File: src/rtl/plab4_net_router_adaptive_input_queue.sv
// rtl/plab4_net_router_adaptive_input_queue.sv - per-port input buffer for the adaptive ring router
module plab4_net_router_adaptive_input_queue #(
    parameter int p_msg_nbits      = 44,
    parameter int p_dest_lsb       = 38,
    parameter int p_dest_nbits     = 3,
    parameter int p_num_entries    = 2,
    parameter int p_num_free_nbits = 2
) (
    input  logic                        clk,
    input  logic                        reset,
    input  logic                        enq_val,
    output logic                        enq_rdy,
    input  logic [p_msg_nbits-1:0]      enq_msg,
    output logic                        deq_val,
    input  logic                        deq_rdy,
    output logic [p_msg_nbits-1:0]      deq_msg,
    output logic [p_dest_nbits-1:0]     dest,
    output logic [p_num_free_nbits-1:0] num_free
);

    localparam int p_ptr_nbits = (p_num_entries > 1) ? $clog2(p_num_entries) : 1;
    localparam int p_cnt_nbits = $clog2(p_num_entries + 1);

    localparam logic [p_ptr_nbits-1:0]      c_last_ptr = p_ptr_nbits'(p_num_entries - 1);
    localparam logic [p_cnt_nbits-1:0]      c_full     = p_cnt_nbits'(p_num_entries);
    localparam logic [p_num_free_nbits-1:0] c_total    = p_num_free_nbits'(p_num_entries);

    logic [p_msg_nbits-1:0] mem [p_num_entries];
    logic [p_ptr_nbits-1:0] enq_ptr;
    logic [p_ptr_nbits-1:0] deq_ptr;
    logic [p_cnt_nbits-1:0] count;

    logic do_enq;
    logic do_deq;

    // Ready/valid come only from registered count, so neither sees enq_val or deq_rdy.
    assign enq_rdy  = (count != c_full);
    assign deq_val  = (count != '0);
    assign do_enq   = enq_val && enq_rdy;
    assign do_deq   = deq_val && deq_rdy;
    assign deq_msg  = mem[deq_ptr];
    assign dest     = deq_msg[p_dest_lsb +: p_dest_nbits];
    assign num_free = c_total - p_num_free_nbits'(count);

    always_ff @(posedge clk or negedge reset) begin
        if (!reset) begin
            enq_ptr <= '0;
            deq_ptr <= '0;
            count   <= '0;
        end else begin
            if (do_enq) begin
                enq_ptr <= (enq_ptr == c_last_ptr) ? '0 : enq_ptr + 1'b1;
            end
            if (do_deq) begin
                deq_ptr <= (deq_ptr == c_last_ptr) ? '0 : deq_ptr + 1'b1;
            end
            if (do_enq && !do_deq) begin
                count <= count + 1'b1;
            end else if (do_deq && !do_enq) begin
                count <= count - 1'b1;
            end
        end
    end

    // Storage is deliberately left out of reset; only the pointers define validity.
    always_ff @(posedge clk) begin
        if (do_enq) begin
            mem[enq_ptr] <= enq_msg;
        end
    end

endmodule
File: config.mk
export PLATFORM = sky130hd
export DESIGN_NAME = plab4_net_router_adaptive_input_queue
export DESIGN_NICKNAME = d
export VERILOG_FILES = /design/src/rtl/plab4_net_router_adaptive_input_queue.sv
export SDC_FILE = /design/constraint.sdc
export NUM_CORES = 1
export LEC_CHECK = 0
export CELL_PAD_IN_SITES_DETAIL_PLACEMENT = 2
export CELL_PAD_IN_SITES_GLOBAL_PLACEMENT = 2
export CORE_ASPECT_RATIO = 0.8
export CORE_MARGIN = 2
export CORE_UTILIZATION = 38
export CTS_CLUSTER_DIAMETER = 60
export DETAILED_ROUTE_END_ITERATION = 16
export GPL_ROUTABILITY_DRIVEN = 0
export PLACE_DENSITY_LB_ADDON = 0.2
export SYNTH_ARGS = -nofsm -noshare
export SYNTH_HDL_FRONTEND = slang
export SYNTH_SLANG_ARGS = --single-unit
File: constraint.sdc
create_clock -name clk -period 5.74 [get_ports clk]
set_clock_uncertainty 0.1 [all_clocks]
set_input_delay 1.148 -clock clk [delete_from_list [all_inputs] [get_ports clk]]
set_output_delay 1.148 -clock clk [all_outputs]
set_load 0.005 [all_outputs]
==> results of run 1 <==
power breakdown:
part | total [uW] | leakage [uW] | internal (uW) | switching (uW)
combinational | 858 | 0.000812 | 559 | 298
clock | 534 | 0.000133 | 303 | 230
sequential | 1030 | 0.000862 | 923 | 108
total | 2420 | 0.00181 | 1790 | 636
logic make-up after synthesis:
kind of cell               synth area share [%]
xor gates and xnor gates                   1.21
adders and majority gates                  1.03
and+or+nand+nor                           0.723
DFF                                        75.5
muxes                                      17.7
buffers and inverters                      3.86
Yosys cell counts, drive strengths merged:
cell type / instances / area, sq um
and2: 1 / 6.26
buf: 9 / 121
dfrtp: 4 / 100
edfxtp: 88 / 2640
ha: 3 / 37.5
inv: 5 / 18.8
mux2: 44 / 642
nand2: 1 / 3.75
nor2: 1 / 3.75
nor2b: 2 / 12.5
xnor2: 3 / 26.3
xor2: 2 / 17.5
flip-flops by register name, indices dropped and copies added, names as in the netlist:
name and count:
mem 88, count 2, deq_ptr 1, enq_ptr 1
cell type report:
cell class | instances | area share, %
clock inverter | 3 | 0.305
tap | 115 | 2.92
clock buffer | 13 | 5.08
sequential | 92 | 55.7
multi-input combinational | 57 | 15.4
timing repair buffer | 100 | 20.2
inverter | 5 | 0.381
layout by cell type, fill, tap and decap left out, drive strengths merged, types with 3 or more instances in the layout:
| cell | Yosys | routed |
|---|---|---|
| inv | 5 | 5 |
| clkbuf | 0 | 13 |
| edfxtp | 88 | 88 |
| mux2 | 44 | 44 |
| ha | 3 | 3 |
| clkdlybuf4s50 | 0 | 98 |
| clkinv | 0 | 3 |
| dfrtp | 4 | 4 |
| xnor2 | 3 | 3 |
per-layer routing:
layer	share of wire (%)	track usage, %	up-vias
met3	5.4	6.01	8
met1	41	18.1	893
met5	0	0	-
li1	-	-	824
met4	1.1	4.57	0
met2	53	27.9	65
path summary, 6_finish.rpt:
| path | to | slack (ns) | cells past startpoint |
|---|---|---|---|
| worst min-delay path | enq_ptr | 0.45 | 1 |
| worst min register to register | enq_ptr | 0.45 | 1 |
| worst max register to register | mem[0][40] | 3.23 | 5 |
| worst max-delay path | deq_msg[23] | 1.88 | 3 |
| min in group asynchronous | count[0] | 0.93 | 1 |
| max in group asynchronous | deq_ptr | 4.40 | 1 |
metrics by stage:
step           instance area [sq um]  power (uW)  instances  worst slack, ns
2_1_floorplan                   3630        1520        163             1.79
3_3_place_gp                    4660        1880        369             2.24
3_5_place_dp                    4660        1930        369             2.19
4_1_cts                         4930        2470        385             1.82
5_1_grt                         4930        2550        385             1.77
6_report                        4930        2420        385             1.88
critical path, cell delays in order, from the launching register on:
cell and delay (ns):
dfrtp_2 1.00, buf_4 0.46, mux2_4 0.33, clkdlybuf4s50_1 0.47
==> flow_summary.json, run 1 <==
{
  "design.core.area_sq_um": 9150,
  "antenna_found_initial": 0,
  "initial_core_util_pct": 39.7,
  "first_pass_iters": 4,
  "clock_latency_ns": 0.34,
  "fp.dieArea_sq_um": 10400,
  "register_area_sq_um": 2740,
  "via_per_inst": 4.65,
  "routed_wl_microns": 7830,
  "layout.nets": 316,
  "synth_area_sq_um": 3630,
  "cts-root-buf": "clkbuf_16",
  "area_growth_pct": 35.6,
  "r2r_start": "count[0]",
  "ys_ff_latch": 92,
  "grt_pass1_vias": 2042,
  "ys_types": 15,
  "fp.dieW_microns": 113,
  "cts_resized": 0,
  "ctsHoldBuffers": 0,
  "arrival_ns": 2.61,
  "leakagePower_uw": 0.00181,
  "fin_crit_sh_pct": 67.2,
  "cts_tree": "yes",
  "fin_crit_ns": 3.86,
  "seq_area_frac_synth_pct": 75.5,
  "max-slew-margin-rel_pct": 24.4,
  "cts_setup_buffers": 0,
  "drv_cap": 0,
  "htree_levels": 3,
  "drive_gt1_share_pct": 23.0,
  "grt_pass1_wl_microns": 11900,
  "die_y_microns": 91.4,
  "worstSetupStartpointType": "register",
  "numClockSinks": 92,
  "hold_viol": 0,
  "worstMarginPinSlew_ns": 1.13,
  "cts_max_path_buffers": 2,
  "fmax_ghz": 0.259,
  "whs_ns": 0.446,
  "num_vias": 1790,
  "row_count": 31,
  "worstPathRequired_ns": 4.49,
  "drtAntennaViolNets": 0,
  "port-buffer-count": 98,
  "tns_ns": 0,
  "critPathKind": "reg2out",
  "io_pins": 99,
  "yosysWarnings": 0,
  "post-route-util_pct": 53.8,
  "wire_per_inst_microns": 20.3,
  "synthCells": 163,
  "avgSynthCellArea_sq_um": 22.3,
  "place_hpwl_microns": 5590,
  "first_iter_violations": 46,
  "end_kind": "output pin",
  "drv_slew": 0,
  "cts-buffers-inserted": 9,
  "worstHoldStart": "enq_ptr",
  "crit_path_start": "deq_ptr",
  "overflow": 0,
  "status": "finished, final reports clean",
  "grtUsageTotal_pct": 15.9,
  "num-fill-cells": 791,
  "grt_max_degree": 45,
  "peakVddDrop_mv": 0.243,
  "p_per_area_nw_per_um2": 492,
  "path_clk_slew_ns": 0.06,
  "drt_drc_violations_left": 0,
  "syn-num-nets": 214,
  "rsz0062_at_grt": "no",
  "critPathMaxFanout": 30,
  "setup_viol": 0,
  "hp-class": "reg2reg",
  "multi_input_comb_area_sq_um": 758,
  "num_antenna_cells": 0
}
No activity file was read; power rests on OpenSTA's default activity.
==> run 2: changes to the inputs <==
--- a/config.mk
+++ b/config.mk
@@ -9,7 +9,7 @@
 export CELL_PAD_IN_SITES_GLOBAL_PLACEMENT = 2
 export CORE_ASPECT_RATIO = 0.8
 export CORE_MARGIN = 2
-export CORE_UTILIZATION = 38
+export CORE_UTILIZATION = 32
 export CTS_CLUSTER_DIAMETER = 60
 export DETAILED_ROUTE_END_ITERATION = 16
 export GPL_ROUTABILITY_DRIVEN = 0
==> constraint.sdc (replaced) <==
create_clock -name clk -period 3.3 [get_ports clk]
set_clock_uncertainty 0.1 [all_clocks]
set_input_delay 0.66 -clock clk [delete_from_list [all_inputs] [get_ports clk]]
set_output_delay 0.66 -clock clk [all_outputs]
set_load 0.005 [all_outputs]
==> run 2 against run 1 <==
- worst setup slack lost 1.4 ns
- utilization shrank 7.8 points
- largest power group unchanged
- highest routed layer unchanged
- non-clock buffer count grew 4
- hold slack lost 0.012 ns
- largest cell class unchanged
- critical path type unchanged
- clock-buffer cell count shrank 2
==> flow_summary.json, run 2 (synthesis gave the netlist of run 1 again) <==
{
  "status": "finished, final reports clean",
  "worstMarginPinSlew_ns": 0.384,
  "critPathKind": "reg2out",
  "grt_max_degree": 27,
  "p_per_area_nw_per_um2": 865,
  "p_int_uw": 3260,
  "p_sw_uw": 1100,
  "first_pass_iters": 4,
  "port-buffer-count": 98,
  "drv_slew": 0,
  "worstSetupStartpointType": "register",
  "cts-buffers-inserted": 9,
  "place_hpwl_microns": 4980,
  "ctsHoldBuffers": 0,
  "fin_crit_sh_pct": 84.0,
  "critPathMaxFanout": 26,
  "fp.dieW_microns": 123,
  "crit_path_cell_trace": "buf_12 > mux2_2 > clkdlybuf4s50_1",
  "path_clk_slew_ns": 0.06,
  "cts-root-buf": "clkbuf_16",
  "drt_drc_violations_left": 0,
  "area_growth_pct": 39.0,
  "io_pins": 99,
  "cts_tree": "yes",
  "regMostFlops": "mem",
  "pwr-share-comb_pct": 36.3,
  "end_kind": "output pin",
  "grt_pass1_wl_microns": 11400,
  "clockPowerShare_pct": 24.3,
  "cts_resized": 0,
  "design.core.area_sq_um": 11000,
  "leakagePower_uw": 0.00185,
  "routed_wl_microns": 7360,
  "setup_viol": 0,
  "critPathBufInv": 2,
  "tns_ns": 0,
  "arrival_ns": 2.01,
  "largest_register_ffs": 88,
  "clock_latency_ns": 0.33,
  "antenna_found_initial": 0,
  "num_antenna_cells": 0,
  "initial_core_util_pct": 33.1,
  "rsz0062_at_grt": "no",
  "max-slew-margin-rel_pct": 74.4,
  "worst_path_largest_cell_delay_ns": 0.58,
  "fmax_ghz": 0.361,
  "numClockSinks": 92,
  "crit_family": "buffers and inverters",
  "cts_setup_buffers": 0,
  "drtAntennaViolNets": 0,
  "fp.dieArea_sq_um": 12200,
  "final_area_sq_um": 5050,
  "row_count": 34,
  "grt_pass1_vias": 2044,
  "htree_levels": 3,
  "overflow": 0,
  "cts_max_path_buffers": 2,
  "peakVddDrop_mv": 0.369,
  "final_common_cell": "clkdlybuf4s50_1",
  "wire_per_inst_microns": 17.6,
  "drv_cap": 0,
  "layout.nets": 320,
  "switching_share_pct": 25.3,
  "slowest_stage": "dfrtp_2",
  "seq_power_share_pct": 39.4,
  "via_per_inst": 4.30,
  "first_iter_violations": 123,
  "worstPathRequired_ns": 2.54,
  "die_y_microns": 99.3,
  "grtUsageTotal_pct": 13.0,
  "hold_viol": 0,
  "postPlaceCellArea_sq_um": 4740,
  "final_cell_mix": "clkdlybuf4s50_1 (98), edfxtp_1 (88), mux2_4 (39)",
  "num_vias": 1798,
  "fin_crit_ns": 2.77,
  "reg_top3": "mem: 88 flops, count: 2 flops",
  "whs_ns": 0.434,
  "drive_gt1_share_pct": 23.7,
  "hp-class": "in2async"
}
==> run 2: cell count changes in the layout (fill, tap and decap cells not counted), sizes merged <==
cell    previous run  this run
buf                2         6
clkbuf            13        11
bufinv             0         2
==> run 2: worst paths after layout <==
path	start	to	slack, ns	depth (start not counted)
worst max-delay path	deq_ptr	deq_msg[18]	0.53	3
worst min-delay path	reset	count[0]	0.43	1
worst max register to register	count[0]	mem[1][16]	1.26	5
worst min register to register	enq_ptr	enq_ptr	0.45	1
max in group asynchronous	reset	deq_ptr	2.47	1
min in group clk	enq_ptr	enq_ptr	0.45	1
==> run 2: per-stage QoR <==
step / utilization [%] / power (uW) / std cells / worst slack [ns]
after CTS: 46.0 / 4460 / 418 / 0.479
final: 46.0 / 4370 / 418 / 0.527
after detailed placement: 43.2 / 3360 / 402 / 0.830
after global placement: 43.2 / 3340 / 402 / 0.857
after global routing: 46.0 / 4600 / 418 / 0.438
after floorplan: - / 2630 / 163 / 0.666
==> run 2: routing by layer <==
| metal | wire length (microns) | up-vias | GRT usage, % |
|---|---|---|---|
| met4 | 142 | 0 | 5.77 |
| met3 | 576 | 10 | 5.16 |
| met2 | 3440 | 69 | 19.9 |
| li1 | - | 829 | - |
| met5 | 0 | - | 0 |
| met1 | 3210 | 890 | 16.3 |
==> run 2: area by class of cell <==
| cell class | instances | area [sq um] |
|---|---|---|
| inverter | 5 | 18.8 |
| multi-input combinational | 57 | 758 |
| clock buffer | 11 | 233 |
| sequential | 92 | 2740 |
| tap | 144 | 180 |
| timing repair buffer | 104 | 1040 |
| fill | 1053 | 5930 |
| clock inverter | 5 | 76.3 |
==> run 2: worst reg2reg max path, delay by kind of cell, from the launching register on <==
| family | cells | cell delay, ns |
|---|---|---|
| buffers and inverters | 2 | 0.44 |
| adder cells (fa/ha/maj) | 1 | 0.22 |
| flip-flops | 1 | 0.43 |
| AND/OR/NAND/NOR | 2 | 0.50 |
==> run 2: power by group through the flow <==
stage / clock [uW] / sequential, uW / combinational [uW]
2_1_floorplan: 0 / 1690 / 947
3_3_place_gp: 0 / 1730 / 1610
3_5_place_dp: 0 / 1750 / 1610
4_1_cts: 1090 / 1730 / 1630
5_1_grt: 1130 / 1750 / 1730
6_report: 1060 / 1720 / 1580
